===== src/rtl/rtl_pkg.sv =====
// rtl_pkg: shared ALU op packet and BMU issue-stage entry types.
package rtl_pkg;

    typedef struct packed {
        logic clz;
        logic ctz;
        logic cpop;
        logic sext_b;
        logic sext_h;
        logic min;
        logic max;
        logic pack;
        logic packu;
        logic packh;
        logic rol;
        logic ror;
        logic grev;
        logic gorc;
        logic bset;
        logic bclr;
    } rtl_alu_pkt_t;

    localparam int BMU_DEF_LAT = 1;
    localparam int BMU_TAG_W   = 5;

    // rd is stored at the package tag width; the issue stage's TAG_W should match it.
    typedef struct packed {
        rtl_alu_pkt_t         ap;
        logic                 csr_ren;
        logic [31:0]          csr_rddata;
        logic [31:0]          a;
        logic [31:0]          b;
        logic [BMU_TAG_W-1:0] rd;
    } bmu_issue_entry_t;

endpackage


===== src/rtl/bmu_issue_fifo.sv =====
// bmu_issue_fifo: sync FIFO of BMU issue entries with push/pop/clear and fill count.
module bmu_issue_fifo
    import rtl_pkg::*;
#(
    parameter int DEPTH = 4
) (
    input  logic                     clk,
    input  logic                     rst_l,
    input  logic                     clear,
    input  logic                     push,
    input  bmu_issue_entry_t         push_data,
    input  logic                     pop,
    output bmu_issue_entry_t         head,
    output logic [$clog2(DEPTH):0]   count
);
    localparam int AW = $clog2(DEPTH);

    bmu_issue_entry_t mem [DEPTH];
    logic [AW-1:0] rd_ptr, wr_ptr;

    always_ff @(posedge clk) begin
        if (push && !clear) mem[wr_ptr] <= push_data;
    end

    // Power-of-two depth makes the natural pointer rollover the modulo wrap.
    always_ff @(posedge clk) begin
        if (!rst_l || clear) begin
            rd_ptr <= '0;
            wr_ptr <= '0;
            count  <= '0;
        end else begin
            if (push) wr_ptr <= wr_ptr + 1'b1;
            if (pop) rd_ptr <= rd_ptr + 1'b1;
            count <= count + (AW+1)'(push) - (AW+1)'(pop);
        end
    end

    assign head = mem[rd_ptr];

endmodule


===== src/rtl/bmu_issue_stage.sv =====
// bmu_issue_stage: buffers decoded bit-manip ops, issues one per cycle to the BMU,
// and tags the BMU result as a writeback after BMU_LAT cycles.
module bmu_issue_stage
    import rtl_pkg::*;
#(
    parameter int DEPTH   = 4,
    parameter int TAG_W   = 5,
    parameter int BMU_LAT = BMU_DEF_LAT
) (
    input  logic                   clk,
    input  logic                   rst_l,
    input  logic                   scan_mode,
    input  logic                   req_valid,
    output logic                   req_ready,
    input  rtl_alu_pkt_t           req_ap,
    input  logic                   req_csr_ren,
    input  logic [31:0]            req_csr_rddata,
    input  logic [31:0]            req_a,
    input  logic [31:0]            req_b,
    input  logic [TAG_W-1:0]       req_rd,
    input  logic                   issue_en,
    input  logic                   flush,
    output logic                   bmu_scan_mode,
    output logic                   bmu_valid_in,
    output rtl_alu_pkt_t           bmu_ap,
    output logic                   bmu_csr_ren_in,
    output logic [31:0]            bmu_csr_rddata_in,
    output logic [31:0]            bmu_a_in,
    output logic [31:0]            bmu_b_in,
    input  logic [31:0]            bmu_result_ff,
    input  logic                   bmu_error,
    output logic                   wb_valid,
    output logic [TAG_W-1:0]       wb_rd,
    output logic [31:0]            wb_data,
    output logic                   wb_error,
    output logic [$clog2(DEPTH):0] occupancy
);
    localparam int CW = $clog2(DEPTH) + 1;

    bmu_issue_entry_t req_entry, head;
    logic             push, issue;
    logic [TAG_W-1:0] bmu_rd;

    assign req_ready = occupancy < CW'(DEPTH);
    assign push      = req_valid && req_ready && !flush;
    assign issue     = (occupancy != '0) && issue_en && !flush;

    assign req_entry = '{
        ap:         req_ap,
        csr_ren:    req_csr_ren,
        csr_rddata: req_csr_rddata,
        a:          req_a,
        b:          req_b,
        rd:         BMU_TAG_W'(req_rd)
    };

    bmu_issue_fifo #(.DEPTH(DEPTH)) u_fifo (
        .clk       (clk),
        .rst_l     (rst_l),
        .clear     (flush),
        .push      (push),
        .push_data (req_entry),
        .pop       (issue),
        .head      (head),
        .count     (occupancy)
    );

    always_ff @(posedge clk) begin
        if (!rst_l) begin
            bmu_valid_in      <= 1'b0;
            bmu_ap            <= '0;
            bmu_csr_ren_in    <= 1'b0;
            bmu_csr_rddata_in <= '0;
            bmu_a_in          <= '0;
            bmu_b_in          <= '0;
            bmu_rd            <= '0;
        end else begin
            bmu_valid_in <= issue;
            if (issue) begin
                bmu_ap            <= head.ap;
                bmu_csr_ren_in    <= head.csr_ren;
                bmu_csr_rddata_in <= head.csr_rddata;
                bmu_a_in          <= head.a;
                bmu_b_in          <= head.b;
                bmu_rd            <= TAG_W'(head.rd);
            end
        end
    end

    // The issue register is stage 0 of the tag chain; the last element is the writeback.
    logic [BMU_LAT-1:0]            tag_v;
    logic [BMU_LAT-1:0][TAG_W-1:0] tag_rd;
    logic [BMU_LAT:0]              v_chain;
    logic [BMU_LAT:0][TAG_W-1:0]   rd_chain;

    assign v_chain  = {tag_v, bmu_valid_in};
    assign rd_chain = {tag_rd, bmu_rd};

    always_ff @(posedge clk) begin
        if (!rst_l) begin
            tag_v  <= '0;
            tag_rd <= '0;
        end else begin
            tag_v  <= flush ? '0 : v_chain[BMU_LAT-1:0];
            tag_rd <= rd_chain[BMU_LAT-1:0];
        end
    end

    assign wb_valid      = v_chain[BMU_LAT];
    assign wb_rd         = rd_chain[BMU_LAT];
    assign wb_data       = bmu_result_ff;
    assign wb_error      = wb_valid && bmu_error;
    assign bmu_scan_mode = scan_mode;

endmodule


===== config.mk =====
export PLATFORM = sky130hd
export DESIGN_NAME = bmu_issue_stage
export DESIGN_NICKNAME = d
export VERILOG_FILES = /design/src/rtl/rtl_pkg.sv /design/src/rtl/bmu_issue_fifo.sv /design/src/rtl/bmu_issue_stage.sv
export SDC_FILE = /design/constraint.sdc
export NUM_CORES = 1
export LEC_CHECK = 0
export ABC_CLOCK_PERIOD_IN_PS = 10300
export BUFFER_PORTS_ARGS = -buffer_cell sky130_fd_sc_hd__buf_2
export CORE_AREA = 2 2 204 286
export DETAILED_ROUTE_END_ITERATION = 8
export DIE_AREA = 0 0 206 288
export GPL_TIMING_DRIVEN = 0
export PLACE_DENSITY = 0.6
export SYNTH_ARGS = -nofsm -noshare
export SYNTH_HDL_FRONTEND = slang
export SYNTH_HIERARCHICAL = 1
export SYNTH_SLANG_ARGS = --single-unit

===== constraint.sdc =====
create_clock -name clk -period 10.3 [get_ports clk]
set_clock_uncertainty 0.1 [all_clocks]
set_input_delay 1.03 -clock clk [delete_from_list [all_inputs] [get_ports clk]]
set_output_delay 1.03 -clock clk [all_outputs]
set_load 0.03 [all_outputs]

==> reports/metrics.cfg <==
[placement]
placed_cell_area_mm2=0.0251
portBuffers=281
gp_congestion=0.728
detailed_place_hpwl_um=33100
dp_cells=2256

[critical_path]
crit_required_ps=10680
arrival_ps=3660
critPathLaunchType=input pin
path_class=input pin to flop
endpoint_kind=flop
cp_max_fo=13

[detailed_routing]
viasPerCell=4.91
routed-via-count=11600
drcViolationCount=0
wl_per_cell_um=21.3
postRouteWirelength_um=50300
postRouteAntennaNets=0
dr.pass1.iters=4
drtIter0Drc=479

[final_layout]
final_cells=2366
areaGrowthSynthToFinish_pct=19.8
final_cell_mix=edfxtp_1, buf_2, nand2_1, dfxtp_1, mux2i_1
design_area_mm2=0.0270
final_common_cell=edfxtp_1
final_nets=1737
drive_above_1_share_pct=35.1
fillers=4929
final_util_pct=47.3

[synth]
netlist_area_mm2=0.0225
syn_inst=1225
ys_seq_elements=606
yosysSeqAreaShare_pct=74.9
synth.net_count=1389
ys_warn_count=6
syn_avg_cell_area_um2=18.4
ys_types=25

[sta]
fin_setup_tns_ps=0
slew_violations=0
maxSlewHeadroom_pct=25.8
setup_violations=0
worstMarginPinSlew_ps=1110
hold_violations=0
fmax_ghz=0.305
period_needed_ps=3280
grt_setup_unrepaired=no
timing.final.crit_share_pct=31.8

[flow_run]
cap_violations=0

[pwr]
ir_worst_vdd_uv=135
combPwrFrac_pct=4.1
p_sw_share_pct=20.8
intPower_mw=3.94
p_leak_nw=9.40
power.total_mw=4.98
power_frac_clock_pct=42.3
power.density_mw_per_mm2=185
p_seq_share_pct=53.7
power.switching_mw=1.04

[clock_network]
cts-root-buf=clkbuf_16
path_clk_slew_ps=70
clkSinkCount=606
clockBufferDepth=3
ctsHoldBuffers=0
tritoncts=done
worstSkewPairLatency_ps=600
htreeDepth=2
postCtsSetupRepairBufs=0
numCtsBuffers=57
post_cts_resized=0

[floorplanning]
die_h_um=288
fp-row-count=104
core_mm2=0.0570
io_pins=315
start_util_pct=39.5
fp.dieW_um=206
die-area_mm2=0.0593

[global_routing]
grt_max_degree=50
grt_pass1_vias=12300
overflow=0
grt_antenna_before_repair=15
grt_pass1_wl_um=74700
grt_usage_pct=17.1

[min_path]
hold_path_class=flop to flop

[status]
status=finished clean

[worst paths after layout]
check                                   from                          to  slack (ps)  cells past startpoint
setup reg to reg  u_fifo/count[2]$_SDFF_PP0_  u_fifo/count[2]$_SDFF_PP0_        7110                     10
setup / recovery                       flush  u_fifo/count[2]$_SDFF_PP0_        7020                     10
hold / removal        bmu_rd[4]$_SDFFE_PN0P_         wb_rd[4]$_SDFF_PN0_         340                      2
hold reg to reg       bmu_rd[4]$_SDFFE_PN0P_         wb_rd[4]$_SDFF_PN0_         340                      2
[power by group through the flow]
stage | sequential [mW] | combinational, mW | clock [mW]
CTS | 2.67 | 0.209 | 2.17
detailed placement | 2.72 | 0.209 | 0
global route | 2.67 | 0.224 | 2.25
global placement | 2.73 | 0.200 | 0
floorplan | 2.74 | 0.0978 | 0
finish | 2.67 | 0.203 | 2.10
[final cells by class]
cell class | count | area (um^2) | share of cell area (%)
Antenna cell | 5 | 12.5 | 0.0464
Tap cell | 742 | 928 | 3.44
Clock buffer | 73 | 1570 | 5.81
Clock inverter | 32 | 314 | 1.16
Sequential cell | 606 | 16900 | 62.5
Multi-Input combinational cell | 506 | 5010 | 18.6
Inverter | 14 | 52.6 | 0.195
Buffer | 99 | 596 | 2.21
Timing Repair Buffer | 289 | 1630 | 6.03
[critical path: stages]
cell	delay, ps
buf_2	130
nor3b_2	450
buf_2	520
buf_4	330
ha_1	170
inv_1	40
ha_1	180
fa_1	380
xor3_1	370
nor2_1	40
[stage by stage]
stage	hold WS [ps]	setup slack, ps
finish	336	7020
global route	361	6880
CTS	340	6920
detailed placement	327	6260
global placement	324	2340
floorplan	304	5270
[cells by family (layout without fill, tap and decap cells)]
kind of cell	after synthesis	after routing	share of synthesized area (%)
buffers and inverters	113	507	2.88
adder cells (fa/ha/maj)	7	7	0.422
XOR/XNOR	3	3	0.183
AND/OR/NAND/NOR	257	257	4.45
AO/OA/AOI/OAI	2	2	0.0667
flip-flops	606	606	74.9
multiplexers	237	237	17.1
other	0	5	0
[per-layer routing]
| layer | global-route usage, % | up-vias | routed length (um) |
|---|---|---|---|
| met2 | 31.6 | 315 | 27000 |
| met1 | 19.4 | 5883 | 18900 |
| met4 | 5.14 | 14 | 1210 |
| li1 | - | 5309 | - |
| met3 | 3.96 | 92 | 3040 |
| met5 | 0 | - | 91 |
[state kept, by name, indices dropped and copies added (netlist names), 3 cells and up, named ones only]
signal and count:
u_fifo/mem 472, bmu_a_in 32, bmu_b_in 32, bmu_csr_rddata_in 32
bmu_ap 16, bmu_rd 5, wb_rd 5, u_fifo/count 3
[synthesized netlist by cell type, drive strengths merged]
cell | n | area share, %
edfxtp | 472 | 63
nand2 | 237 | 4.0
dfxtp | 134 | 12
mux2i | 119 | 5.3
mux4 | 118 | 12
buf | 65 | 2.1
clkbuf | 34 | 0.57
inv | 14 | 0.23
nor2 | 8 | 0.13
and2 | 6 | 0.17
ha | 6 | 0.33
nor3b | 2 | 0.089
xnor2 | 2 | 0.078
a21bo | 1 | 0.044
a21oi | 1 | 0.022
fa | 1 | 0.089
nand2b | 1 | 0.028
nand3b | 1 | 0.033
nor2b | 1 | 0.028
nor3 | 1 | 0.022
xor3 | 1 | 0.11
Power figures use the tool's default switching activity.
